<file path="src/rtl/xy_fsm_array.sv">
// xy_fsm_array: NUM_CH independent x/y Moore sequence machines. Each channel has an
// advance enable, a synchronous clear and a timed escape from the trap states S1/S9.
// A shared saturating counter tallies S9 entries across all channels.

// One channel: state register, hold timer, Moore decode and S9-entry strobe.
module xy_fsm_ch #(
  parameter int HOLD_CYCLES = 8,
  parameter int HOLD_W      = 8
) (
  input  logic       clk,
  input  logic       rst,
  input  logic       en,
  input  logic       clr,
  input  logic       x,
  input  logic       y,
  output logic [2:0] z,
  output logic [2:0] state_o,
  output logic       trap,
  output logic       entry
);
  typedef enum logic [2:0] {
    S7  = 3'd0,
    S10 = 3'd1,
    S5  = 3'd2,
    S6  = 3'd3,
    S1  = 3'd4,
    S9  = 3'd5
  } state_t;

  localparam int HOLD_LAST = (HOLD_CYCLES > 0) ? HOLD_CYCLES - 1 : 0;

  state_t            state, nxt;
  logic [HOLD_W-1:0] timer, timer_nxt;
  logic              timeout;

  // State and hold-timer registers.
  always_ff @(posedge clk or posedge rst) begin
    if (rst) begin
      state <= S7;
      timer <= '0;
    end else begin
      state <= nxt;
      timer <= timer_nxt;
    end
  end

  // Next state (clr > illegal recovery > hold timeout > en-gated step), timer, outputs.
  always_comb begin
    nxt       = state;
    trap      = (state == S1) || (state == S9);
    timeout   = (HOLD_CYCLES > 0) && trap && (timer == HOLD_W'(HOLD_LAST));
    timer_nxt = trap ? timer + 1'b1 : '0;
    z         = 3'b000;

    if (clr) begin
      nxt       = S7;
      timer_nxt = '0;
    end else if (timeout) begin
      nxt = S7;
    end else begin
      case (state)
        S7:      if (en && y) nxt = x ? S9 : S10;
        S10:     if (en) nxt = S5;
        S5:      if (en) nxt = y ? S1 : (x ? S9 : S6);
        S6:      if (en) nxt = S1;
        S1:      nxt = S1;
        S9:      nxt = S9;
        default: nxt = S7;   // codes 6/7 recover regardless of en
      endcase
    end

    case (state)
      S1:      z = 3'b101;
      S5:      z = 3'b001;
      S6:      z = 3'b010;
      S9:      z = 3'b001;
      default: z = 3'b000;
    endcase

    state_o = state;
    entry   = (nxt == S9) && (state != S9);
  end
endmodule

// Top: channel array plus the saturating S9-entry counter.
module xy_fsm_array #(
  parameter int NUM_CH      = 4,
  parameter int HOLD_CYCLES = 8,
  parameter int HOLD_W      = 8,
  parameter int CNT_W       = 16
) (
  input  logic                  clk,
  input  logic                  rst,
  input  logic [NUM_CH-1:0]     en,
  input  logic [NUM_CH-1:0]     clr,
  input  logic [NUM_CH-1:0]     x,
  input  logic [NUM_CH-1:0]     y,
  output logic [3*NUM_CH-1:0]   z,
  output logic [3*NUM_CH-1:0]   state_o,
  output logic [NUM_CH-1:0]     trap,
  output logic [CNT_W-1:0]      s9_cnt
);
  localparam int IW = $clog2(NUM_CH + 1);
  localparam int SW = CNT_W + IW;

  logic [NUM_CH-1:0] entry;
  logic [IW-1:0]     inc;
  logic [SW-1:0]     sum;
  logic [CNT_W-1:0]  cnt_nxt;

  for (genvar i = 0; i < NUM_CH; i++) begin : g_ch
    xy_fsm_ch #(
      .HOLD_CYCLES(HOLD_CYCLES),
      .HOLD_W     (HOLD_W)
    ) u_ch (
      .clk    (clk),
      .rst    (rst),
      .en     (en[i]),
      .clr    (clr[i]),
      .x      (x[i]),
      .y      (y[i]),
      .z      (z[3*i +: 3]),
      .state_o(state_o[3*i +: 3]),
      .trap   (trap[i]),
      .entry  (entry[i])
    );
  end

  // Count this cycle's S9 entries and add with saturation at all-ones.
  always_comb begin
    inc = '0;
    for (int i = 0; i < NUM_CH; i++) inc = inc + IW'(entry[i]);
    sum = SW'(s9_cnt) + SW'(inc);
    if (sum > SW'({CNT_W{1'b1}})) cnt_nxt = {CNT_W{1'b1}};
    else                          cnt_nxt = sum[CNT_W-1:0];
  end

  // S9-entry counter register.
  always_ff @(posedge clk or posedge rst) begin
    if (rst) s9_cnt <= '0;
    else     s9_cnt <= cnt_nxt;
  end
endmodule

</file>
<file path="config.mk">
export PLATFORM = sky130hd
export DESIGN_NAME = xy_fsm_array
export DESIGN_NICKNAME = d
export VERILOG_FILES = /design/src/rtl/xy_fsm_array.sv
export SDC_FILE = /design/constraint.sdc
export NUM_CORES = 1
export LEC_CHECK = 0
export BUFFER_PORTS_ARGS = -buffer_cell sky130_fd_sc_hd__buf_2
export CAP_MARGIN = 20
export CORE_MARGIN = 2
export CORE_UTILIZATION = 37
export CTS_CLUSTER_DIAMETER = 150
export CTS_CLUSTER_SIZE = 16
export DETAILED_ROUTE_END_ITERATION = 12
export SLEW_MARGIN = 20
export SYNTH_ARGS = -nofsm -noshare
export SYNTH_HDL_FRONTEND = slang
export SYNTH_SLANG_ARGS = --single-unit
</file>
<file path="constraint.sdc">
create_clock -name clk -period 7.45 [get_ports clk]
set_input_delay 1.1175 -clock clk [delete_from_list [all_inputs] [get_ports clk]]
set_output_delay 1.1175 -clock clk [all_outputs]
set_load 0.02 [all_outputs]
</file>
==> qor.csv <==
metric,value,unit
synthSimpleGateAreaFrac,25.9,%
dp_cells,516,
period_share,55.1,%
setup_viol,0,
firstDrtPassIters,4,
skew,0.00768,ns
die_h,98.6,microns
hold_viol,0,
antenna_found_initial,0,
worst_slack,3.35,ns
synth_compound_area_share,10.6,%
max-cap-violations,0,
insertion_delay,0.33,ns
dp_hpwl,4720,microns
cts_repair_resize_count,0,
cts_setup_buffers,0,
grt_usage,14.5,%
clkTransAtPathRegs,0.07,ns
finalPower,0.769,mW
synth_flop_cell,dfrtp_1,
yosys-top-cells-area,"dfrtp_1 45%, nor2_1 6.2%, xor2_1 4.5%",
num_rows,34,
syn_inst,365,
vdd_ir_drop_max,0.107,mV
endpoint_kind,flop,
clock-sinks,60,
final_cells,532,
gp_congestion,0.843,
arrival,4.32,ns
grt_max_degree,61,
drt_iter0_markers,94,
p_leak,1.88,nW
cts_buffers,9,
crit_type,input port to flop,
ctsHoldBuffers,0,
max_stage_delay,0.50,ns
cts_tree,yes,
initial_core_util,38.1,%
n_fill_cell,879,
drt-total-wl,6500,microns
yosys.area_share.xor_xnor,8.73,%
required,7.67,ns
grt_setup_unrepaired,no,
dieArea,0.00972,sq mm
num_vias,2668,
synth.yosys.seq_area_share,45.4,%
syn_area,0.00331,sq mm
htree_num_levels,3,
wl_per_cell,12.2,microns
worst-path-max-fanout,14,
utilization,44.2,%
synth_area_leader_cell,dfrtp_1,
viasPerCell,5.02,
cp_slowest_cell,fa_1,
synth_top_family_by_area,simple AND/OR/NAND/NOR gates,
synth_top_area_share,45.4,%
crit_top_cell,fa_1,
synth.avg_cell_area,9.07,sq um
core_area,0.00868,sq mm
synth_mux_area_share,0.681,%
port_buffers,61,
drc_errors,0,
clock_path_buffers,2,
n_antenna_cell,0,
ys_types,46,
clockRootBuffer,clkbuf_8,
final_net_count,445,
die_w,98.6,microns
max_slew_margin,49.4,%
drtAntennaViolNets,0,
grt_overflow_total,0,
synth_adder_area_share,3.71,%
synth-edff-count,0,
setup_tns,0,ns
layout_commonest_cell,buf_2,
yosys_warnings,0,
ios,62,
fmax,244,MHz
slew_violations,0,
area_delta_synth_final,16.0,%
crit_chain,buf_2 -> xnor2_1 -> or3_1 -> a211oi_1 -> o21ai_0 -> fa_1 -> inv_1 -> fa_1 -> fa_1 -> and4_4 -> nand3_2 -> or4_4 -> or2b_1,
hp-class,flop to flop,
async_flop_share,100,%
grt_pass1_wl,11700,microns
most-common-layout-cells,"61 x buf_2, 60 x dfrtp_1, 55 x nor2_1",
syn_nets,391,
run_status,completed,
grt_pass1_vias,2542,
drive_gt1_share,20.3,%
crit_path_start_kind,input port,
cellPowerDensity,200,mW/mm^2
ys_ff_latch,60,
pre_cts_slack,2.97,ns
period_needed,4.10,ns
tightest_slew,0.759,ns
-- flip-flops by register name, indices dropped and copies added (netlist names) --
| register | flops |
|---|---|
| g_ch.u_ch.state_o | 12 |
| g_ch.u_ch.timer | 32 |
| s9_cnt | 16 |
-- cell families (layout without fill, tap and decap cells) --
logic type                 after synthesis  after routing
adders and majority gates                8              8
and+or+nand+nor                        169            169
AOI/OAI and AO/OA                       55             55
DFF                                     60             60
muxes                                    2              2
xor gates and xnor gates                33             33
buffers and inverters                   38             97
-- worst max-delay path: cells and delay by family --
kind | cells | cell delay (ns)
buf+inv | 2 | 0.17
simple gates | 5 | 1.09
xor+xnor | 1 | 0.11
fa+ha+maj | 3 | 1.39
compound gates | 2 | 0.43
-- final cells by class --
type,instances,area (sq um),share of cell area (%)
multi-input combinational,267,1640,42.8
sequential,60,1500,39.1
timing repair buffer,62,313,8.15
tap,108,135,3.52
clock buffer,9,124,3.23
inverter,19,71.3,1.86
clock inverter,7,51.3,1.34
-- worst paths after layout --
path,from,endpoint,slack [ns],cells after the start
worst min-delay path,g_ch[3].u_ch.timer[0],g_ch[3].u_ch.timer[0],0.45,1
worst max register to register,g_ch[0].u_ch.timer[3],s9_cnt[1],3.68,12
worst max-delay path,y[2],s9_cnt[1],3.35,13
max in group asynchronous,rst,s9_cnt[9],5.94,3
worst min register to register,g_ch[3].u_ch.timer[0],g_ch[3].u_ch.timer[0],0.45,1
min in group asynchronous,rst,g_ch[1].u_ch.state_o[2],0.98,3
-- per-stage QoR --
stage / hold WS [ns] / instance area (sq um)
floorplan: 0.425 / 3310
finish: 0.453 / 3840
CTS: 0.457 / 3840
detailed placement: 0.449 / 3660
global route: 0.480 / 3840
global placement: 0.438 / 3660
-- cells in the mapped netlist (5+ instances only) --
cell type,count
or3_1,5
xor2_1,17
and3_1,12
nand3_1,23
nor2_1,55
clkbuf_1,13
nand2_1,28
a21oi_1,14
xnor2_1,16
dfrtp_1,60
nand2b_1,11
o21ai_0,14
a31oi_1,5
inv_1,19
ha_1,5
nor2b_1,8
-- power breakdown --
| group | switching, mW | internal, mW | total, mW |
|---|---|---|---|
| combinational | 0.0842 | 0.0516 | 0.136 |
| sequential | 0.0327 | 0.344 | 0.377 |
| clock | 0.134 | 0.122 | 0.256 |
| total | 0.251 | 0.518 | 0.769 |
-- layer usage --
metal	wire, microns	up-vias	track usage, %
met5	0	-	0
li1	-	1363	-
met3	262	8	4.04
met1	3290	1250	20.6
met2	2880	47	21.8
met4	76	0	4.43
No activity file was read; power rests on OpenSTA's default activity.
